==> src/rtl/fpgaol_pkg.sv <==
// Board-wide timing constants shared by the switch conditioning logic.
// The default debounce window is derived from the system clock rate.
package fpgaol_pkg;

  localparam int CLK_HZ          = 100_000_000;
  localparam int DEBOUNCE_MS     = 10;
  localparam int DEBOUNCE_CYCLES = CLK_HZ / 1000 * DEBOUNCE_MS;

endpackage

==> src/rtl/debounce_bit.sv <==
// Single switch channel: synchroniser chain, stability counter and
// registered rise/fall strobes for the accepted clean level.
module debounce_bit #(
  parameter int SYNC_STAGES     = 2,
  parameter int DEBOUNCE_CYCLES = fpgaol_pkg::DEBOUNCE_CYCLES
) (
  input  logic clk,
  input  logic rst,
  input  logic sw,
  output logic clean,
  output logic rise,
  output logic fall
);

  localparam int CW = $clog2(DEBOUNCE_CYCLES + 1);

  logic [SYNC_STAGES-1:0] sync_q;
  logic [CW-1:0]          count;
  logic                   sync;

  assign sync = sync_q[SYNC_STAGES-1];

  always_ff @(posedge clk) begin
    if (rst) begin
      sync_q <= '0;
      count  <= '0;
      clean  <= 1'b0;
      rise   <= 1'b0;
      fall   <= 1'b0;
    end else begin
      // Plain shift chain: nothing taps the intermediate stages.
      sync_q <= {sync_q[SYNC_STAGES-2:0], sw};
      rise   <= 1'b0;
      fall   <= 1'b0;
      if (sync == clean) begin
        count <= '0;
      end else if (count == CW'(DEBOUNCE_CYCLES - 1)) begin
        // Mismatch held for the full window: accept the new level.
        clean <= ~clean;
        count <= '0;
        rise  <= ~clean;
        fall  <= clean;
      end else begin
        count <= count + 1'b1;
      end
    end
  end

endmodule

==> src/rtl/sw_debounce.sv <==
// Slide-switch conditioning: WIDTH independent synchronise-and-debounce
// channels producing clean levels and one-cycle edge strobes.
module sw_debounce #(
  parameter int WIDTH           = 8,
  parameter int SYNC_STAGES     = 2,
  parameter int DEBOUNCE_CYCLES = fpgaol_pkg::DEBOUNCE_CYCLES
) (
  input  logic             clk,
  input  logic             rst,
  input  logic [WIDTH-1:0] sw,
  output logic [WIDTH-1:0] sw_clean,
  output logic [WIDTH-1:0] sw_rise,
  output logic [WIDTH-1:0] sw_fall
);

  for (genvar i = 0; i < WIDTH; i++) begin : g_bit
    debounce_bit #(
      .SYNC_STAGES     (SYNC_STAGES),
      .DEBOUNCE_CYCLES (DEBOUNCE_CYCLES)
    ) u_bit (
      .clk   (clk),
      .rst   (rst),
      .sw    (sw[i]),
      .clean (sw_clean[i]),
      .rise  (sw_rise[i]),
      .fall  (sw_fall[i])
    );
  end

endmodule
==> config.mk <==
export PLATFORM = sky130hd
export DESIGN_NAME = sw_debounce
export DESIGN_NICKNAME = d
export VERILOG_FILES = /design/src/rtl/fpgaol_pkg.sv /design/src/rtl/debounce_bit.sv /design/src/rtl/sw_debounce.sv
export SDC_FILE = /design/constraint.sdc
export NUM_CORES = 1
export LEC_CHECK = 0
export ABC_AREA = 1
export ABC_CLOCK_PERIOD_IN_PS = 1300
export CAP_MARGIN = 0
export CELL_PAD_IN_SITES_DETAIL_PLACEMENT = 0
export CELL_PAD_IN_SITES_GLOBAL_PLACEMENT = 2
export CORE_UTILIZATION = 32
export CTS_CLUSTER_SIZE = 40
export DETAILED_ROUTE_END_ITERATION = 16
export GPL_TIMING_DRIVEN = 0
export PLACE_DENSITY_LB_ADDON = 0.3
export SYNTH_ARGS = -nofsm -noshare
export SYNTH_HDL_FRONTEND = slang
export SYNTH_SLANG_ARGS = --single-unit
==> constraint.sdc <==
create_clock -name clk -period 1.3 [get_ports clk]
set_clock_uncertainty 0.05 [all_clocks]
set_input_delay 0.26 -clock clk [delete_from_list [all_inputs] [get_ports clk]]
set_output_delay 0.26 -clock clk [all_outputs]
set_load 0.05 [all_outputs]
==> results of run 1 <==
==> cells by family (layout without fill, tap and decap cells) <==
group                    after synthesis  after routing  share of synthesized area [%]
flip-flops                           200            200                           40.4
buffers and inverters                214            376                           9.58
XOR/XNOR                              75             75                           6.63
AND/OR/NAND/NOR                      881            881                           38.6
adder cells (fa/ha/maj)                8              8                           1.01
AO/OA/AOI/OAI                         72             72                           3.80
==> stage by stage <==
step                      utilization [%]  cells  hold slack, ns  total power [mW]
after floorplan                         -   1450           0.317              6.43
after global placement               35.8   1878           0.342              6.52
after detailed placement             35.8   1878           0.346              6.52
after CTS                            42.8   1984           0.270              11.9
after global routing                 46.6   2008           0.308              12.1
final                                46.6   2008           0.289              11.6
==> what timing repair did <==
action,4_1_cts,5_1_grt
gates resized for setup,450,349
setup buffers,85,38
pin swaps,54,107
hold buffers,0,0
endpoints found under the setup margin,202,187
gates cloned,13,0
==> worst max path at each step <==
stage                          endpoint  slack (ns)  cells after the start
5_1_grt        g_bit[6].u_bit.count[18]       -0.18                      9
3_5_place_dp   g_bit[2].u_bit.sync_q[1]       -0.64                      4
2_1_floorplan  g_bit[2].u_bit.count[17]       -0.03                      7
6_report       g_bit[6].u_bit.count[10]        -0.1                      7
3_3_place_gp   g_bit[2].u_bit.sync_q[1]       -0.65                      4
4_1_cts        g_bit[6].u_bit.count[16]       -0.13                      8
==> routing by layer <==
metal / up-vias / GRT usage [%] / wire [µm]
li1: 4754 / - / -
met1: 4161 / 21.7 / 12500
met2: 69 / 27.1 / 12200
met3: 22 / 2.81 / 554
met4: 0 / 3.92 / 314
met5: - / 0 / 0
==> registers in the layout (all words and copies together) (netlist names) <==
name / flops
g_bit.u_bit.clean: 8
g_bit.u_bit.fall: 8
g_bit.u_bit.rise: 8
g_bit.u_bit.count: 160
g_bit.u_bit.sync_q: 16
==> cells in the final DEF, fill, tap and decap left out, types with 5 or more instances in the layout <==
cell type / instances
clkinvlp_4: 6
nand3_4: 19
dfxtp_2: 89
buf_12: 7
xnor2_2: 5
inv_2: 20
buf_6: 35
o21ai_1: 5
xnor2_1: 28
dfxtp_4: 34
inv_4: 5
buf_4: 83
nand3_2: 18
nor2_2: 116
xor2_2: 8
nand3_1: 55
or2_0: 13
ha_4: 8
dfxtp_1: 77
buf_8: 34
nand3b_1: 8
xor2_1: 34
nand2_1: 321
a21oi_1: 11
nand2_4: 12
nand2_2: 30
o21ai_0: 6
nor2_1: 170
inv_1: 147
or2_2: 8
clkbuf_16: 17
nand4_1: 35
nor2_4: 65
a21oi_2: 48
clkdlybuf4s50_1: 8
==> where the power goes <==
group          internal (mW)  switching (mW)  leakage, nW
Sequential              6.08          0.0192         1.69
Combinational          0.145           0.185         2.71
Clock                   2.67            2.53        0.250
Total                   8.89            2.74         4.64
==> tightest hold or removal path, delay by kind of cell <==
kind	cells	cell delay, ns
buf+inv	2	0.45
simple gates	1	0.03
==> area by class of cell <==
| type | count | area, µm² |
|---|---|---|
| Buffer | 16 | 180 |
| Clock buffer | 19 | 433 |
| Clock inverter | 12 | 121 |
| Fill cell | 3043 | 16300 |
| Inverter | 173 | 667 |
| Multi-Input combinational cell | 1036 | 6450 |
| Sequential cell | 200 | 4240 |
| Tap cell | 396 | 495 |
| Timing Repair Buffer | 156 | 1620 |
==> impl_metrics.tcl, run 1 <==
set metrics [dict create \
    grt_first_pass_wirelength_mm 40.7 \
    ctsHtreeMaxLevel 4 \
    synth_area_um2 9910 \
    die_y_um 178 \
    fin_area_um2 14200 \
    cp-startpoint "g_bit[6].u_bit.count[1]" \
    drtIter0Drc 355 \
    cts_root_buf "clkbuf_16" \
    synth_cells 1450 \
    r2r-end "g_bit[6].u_bit.count[10]" \
    hold_depth 3 \
    row_count 64 \
    ys_seq_elements 200 \
    detail_route.wl_per_cell_um 12.7 \
    io_pins 34 \
    crit_chain "ha_4 > nand3_4 > nor2_4 > buf_6 > nand2_1 > or2_0 > a21oi_1" \
    min_from "sw[0]" \
    antenna_found_initial 0 \
    initial_core_util_pct 32.5 \
    crit_fanout 4 \
    slew_headroom_pct 74.7 \
    grt_usage_pct 16.3 \
    path_delay_family "simple AND/OR/NAND/NOR gates" \
    grt_max_degree 19 \
    yosysTopAreaCellShare_pct 40.4 \
    tightestPinTransition_ns 0.379 \
    hold_end "g_bit[0].u_bit.sync_q[0]" \
    timing.critical_path.arrival_ns 1.73 \
    drive_gt1_share_pct 42.6 \
    placement.io_buffers 32 \
    final_nets 1618 \
    synth_cell_types 32 \
    finalMaxSlewViolations 0 \
    syn_nets 1468 \
    die_w_um 178 \
    timing.final.crit_share_pct 108 \
    critical_path_buf_inv_count 1 \
    synth_edf_count 0 \
    peakVddDrop_uv 813 \
    clk_pin_slew_ns 0.08 \
    cp_slowest_cell "dfxtp_2" \
    cts.sinks 200 \
    ys_top_cells_by_area "dfxtp_1 40%, nand2_1 13%, nor2_1 12%" \
    start_kind "register" \
    drt_first_pass_iters 4 \
    worst-setup-path-type "register to register" \
    synth.yosys.seq_area_share_pct 40.4 \
    async_flop_share_pct 0 \
    endpoint_kind "register" \
    status "finished with violations" \
    clock_path_buffers 2 \
    regToRegStartpoint "g_bit[6].u_bit.count[1]" \
    gp_congestion 0.789 \
    required_ns 1.63 \
    yosys_warnings 0 \
    max_freq_ghz 0.714 \
    place_ws_ns -0.640 \
    regToRegSetupSlack_ns -0.1 \
    p_leak_nw 4.64 \
    drv_cap 0 \
    hold_viol_final 0 \
    rsz0062_at_grt "yes" \
    fin_tns_setup_ns -6.12 \
    finalSetupViolations 129 \
    yosys-top-cells-count "354 x nand2_1, 328 x nor2_1, 200 x dfxtp_1" \
    ff2ff_path_depth 7 \
    powerDensity_nw_per_um2 819 \
    die_area_um2 31700 \
    via_per_inst 4.49 \
    crit_path_max_incr_delay_ns 0.35 \
    cts_made_buffers 17 \
    min_period_ns 1.40 \
    fin_ws_ns -0.0999 \
    core_um2 30500 \
    clock_latency_ns 0.44 \
    grt_overflow 0 \
    via_count 9006 \
    hold_path.class "primary input to register" \
    violations "setup timing" \
    synth_most_common_cell "nand2_1" \
    drc 0 \
    dp_hpwl_mm 16.8 \
    cts_tree "yes" \
    yosysTopAreaCell "dfxtp_1" \
    finalWirelength_mm 25.6 \
    dpl_cell_area_um2 10900 \
    area_growth_pct 43.4 \
    ant_nets 0 \
    syn_area_per_cell_um2 6.83 \
    synth_top_flop_cell "dfxtp_1" \
    antenna_cells 0 \
    grt_pass1_vias 8286 \
]
(Power assumes the default switching activity.)
==> run 2, diff against run 1 <==
--- a/config.mk
+++ b/config.mk
@@ -6,14 +6,15 @@
 export NUM_CORES = 1
 export LEC_CHECK = 0
 export ABC_AREA = 1
-export ABC_CLOCK_PERIOD_IN_PS = 1300
+export ABC_CLOCK_PERIOD_IN_PS = 1500
 export CAP_MARGIN = 0
 export CELL_PAD_IN_SITES_DETAIL_PLACEMENT = 0
 export CELL_PAD_IN_SITES_GLOBAL_PLACEMENT = 2
-export CORE_UTILIZATION = 32
+export CORE_UTILIZATION = 35
 export CTS_CLUSTER_SIZE = 40
 export DETAILED_ROUTE_END_ITERATION = 16
 export GPL_TIMING_DRIVEN = 0
+export HOLD_SLACK_MARGIN = 0.02
 export PLACE_DENSITY_LB_ADDON = 0.3
 export SYNTH_ARGS = -nofsm -noshare
 export SYNTH_HDL_FRONTEND = slang
==> constraint.sdc (replaced) <==
create_clock -name clk -period 1.5 [get_ports clk]
set_clock_uncertainty 0.05 [all_clocks]
set_input_delay 0.3 -clock clk [delete_from_list [all_inputs] [get_ports clk]]
set_output_delay 0.3 -clock clk [all_outputs]
set_load 0.05 [all_outputs]
==> run 2 against run 1 <==
Compared with the run above: the run now ends clean; global-route usage up 0.48 points; combinational power down 42%; first-iteration DRC count up 17%; count of clock-buffer cells in the layout unchanged; critical path depth down 5; critical path type is now register to primary output; critical endpoint is now sw_clean[0]; largest cell class unchanged; largest power group unchanged.
==> impl_metrics.tcl, run 2 (synthesis results as in run 1) <==
set metrics [dict create \
    fin_util_pct 42.4 \
    min_period_ns 1.45 \
    n_fill_cell 3017 \
    initial_core_util_pct 35.7 \
    finalMaxSlewViolations 0 \
    critical_path_buf_inv_count 2 \
    dp_hpwl_mm 16.4 \
    area_growth_pct 18.8 \
    clk_pin_slew_ns 0.07 \
    powerDensity_nw_per_um2 868 \
    grt_pass1_vias 8088 \
    detail_route.wl_per_cell_um 11.8 \
    row_count 61 \
    regMostFlops "g_bit.u_bit.count" \
    antenna_found_initial 0 \
    cp-startpoint "g_bit[0].u_bit.clean" \
    drv_cap 0 \
    drive_gt1_share_pct 16.2 \
    required_ns 1.15 \
    hold_path.class "primary input to register" \
    place_ws_ns -0.453 \
    dpl_cell_area_um2 10700 \
    drc 0 \
    crit_fanout 2 \
    clock_latency_ns 0.44 \
    clockPowerShare_pct 45.9 \
    fin_ws_ns 0.0484 \
    status "finished clean" \
    fin_area_um2 11800 \
    drtIter0Drc 416 \
    seq_power_share_pct 52.2 \
    grt_overflow 0 \
    cts_made_buffers 17 \
    die_y_um 170 \
    cts.sinks 200 \
    peakVddDrop_uv 671 \
    timing.critical_path.arrival_ns 1.10 \
    endpoint_kind "primary output" \
    power_mw 10.2 \
    hold_depth 3 \
    hold_end "g_bit[5].u_bit.sync_q[0]" \
    pwr-share-comb_pct 1.9 \
    ff2ff_path_depth 7 \
    fin_tns_setup_ns 0 \
    finalWirelength_mm 22.6 \
    cts_root_buf "clkbuf_16" \
    p_leak_nw 3.98 \
    ant_nets 0 \
    core_um2 27800 \
    gp_congestion 0.769 \
    top_regs "g_bit.u_bit.count x160, g_bit.u_bit.sync_q x16" \
    min_from "sw[5]" \
    ctsHtreeMaxLevel 4 \
    final_nets 1540 \
    io_pins 34 \
    grt_usage_pct 16.7 \
    p_int_mw 7.93 \
    max_freq_ghz 0.689 \
    grt_max_degree 18 \
    multi_input_area_um2 5230 \
    slew_headroom_pct 76.9 \
    grt_first_pass_wirelength_mm 38.8 \
    hold_slack_ns 0.341 \
    finalSetupViolations 0 \
    cp_slowest_cell "dfxtp_1" \
    seq_area_um2 4060 \
    cpMostUsedCell "buf_4" \
    final_common_cell "nand2_1" \
    ctsHoldBuffers 0 \
    hold_viol_final 0 \
    timing.final.crit_share_pct 96.8 \
    via_per_inst 4.40 \
    tightestPinTransition_ns 0.347 \
    placement.io_buffers 32 \
    die_w_um 170 \
    crit_chain "buf_4 > buf_4" \
    die_area_um2 29000 \
    regToRegSetupSlack_ns 0.08 \
    crit_path_max_incr_delay_ns 0.37 \
    cts_tree "yes" \
    regToRegStartpoint "g_bit[0].u_bit.count[0]" \
    antenna_cells 0 \
    r2r-end "g_bit[0].u_bit.count[2]" \
    start_kind "register" \
    path_delay_family "flip-flops" \
    rsz0062_at_grt "yes" \
    largest_reg_flops 160 \
    swShare_pct 22.5 \
    via_count 8410 \
    clock_path_buffers 2 \
    worst-setup-path-type "register to primary output" \
    switching_power_mw 2.30 \
    drt_first_pass_iters 4 \
    finalNonFillerCells 1913 \
    most-common-layout-cells "346 x nand2_1, 310 x nor2_1, 170 x dfxtp_1" \
    post-place-cells 1860 \
]
-- run 2: changes by cell type in the layout (fill, tap and decap cells not counted), moves of 39 or more --
cell     delta
buf_4      -39
a21oi_2    -48
dfxtp_1    +93
dfxtp_2    -65
nor2_4     -49
nor2_1    +140
nor2_2     -91
a21oi_1    +48
-- run 2: area by class of cell --
cell class / count / area share [%]
inverters: 173 / 5.54
repair buffers: 53 / 3.53
well taps: 378 / 4.02
clock buffers: 19 / 3.76
clock inverters: 13 / 1.21
multi-input cells: 1036 / 44.4
plain buffers: 41 / 3.07
flip-flops and latches: 200 / 34.4
-- run 2: tightest hold or removal path: cells and delay by family --
| family | cells | cell delay, ns |
|---|---|---|
| simple gates | 1 | 0.03 |
| buf+inv | 2 | 0.45 |
-- run 2: power by group through the flow --
stage                     clock, mW  combinational (mW)  sequential (mW)
after floorplan                   0              0.0936             5.47
after global placement            0               0.168             5.47
after detailed placement          0               0.167             5.47
after CTS                      4.86               0.186             5.35
after global routing           5.07               0.217             5.34
final                          4.69               0.193             5.34
-- run 2: worst max-delay path by stage --
| stage | end | slack (ns) | cells after the start |
|---|---|---|---|
| after global placement | g_bit[6].u_bit.sync_q[0] | -0.49 | 4 |
| final | sw_clean[0] | 0.05 | 2 |
| after detailed placement | g_bit[6].u_bit.sync_q[0] | -0.45 | 4 |
| after global routing | g_bit[0].u_bit.count[10] | -0.02 | 7 |
| after CTS | g_bit[2].u_bit.count[6] | 0.0009 | 7 |
| after floorplan | g_bit[4].u_bit.count[9] | 0.08 | 7 |
-- run 2: layer usage --
layer  global-route usage, %  part of all wire [%]  vias up
met5                       0                     0        -
met4                    4.23                  0.75        0
met3                    2.84                   2.1        8
met2                    28.0                    46       70
met1                    22.2                    51     3742
li1                        -                     -     4590
-- run 2: repair_timing --
item	in CTS	in global routing
setup endpoints to repair	189	180
gates resized for setup	165	95
buffers inserted	15	3
gates cloned	1	2
pin swaps	8	9
==> run 3, diff against run 2 <==
--- a/config.mk
+++ b/config.mk
@@ -11,6 +11,7 @@
 export CELL_PAD_IN_SITES_DETAIL_PLACEMENT = 0
 export CELL_PAD_IN_SITES_GLOBAL_PLACEMENT = 2
 export CORE_UTILIZATION = 35
+export CTS_CLUSTER_DIAMETER = 40
 export CTS_CLUSTER_SIZE = 40
 export DETAILED_ROUTE_END_ITERATION = 16
 export GPL_TIMING_DRIVEN = 0
==> results of run 3 <==
Same layout as run 2: the final DEF is identical, and so are final timing and power.
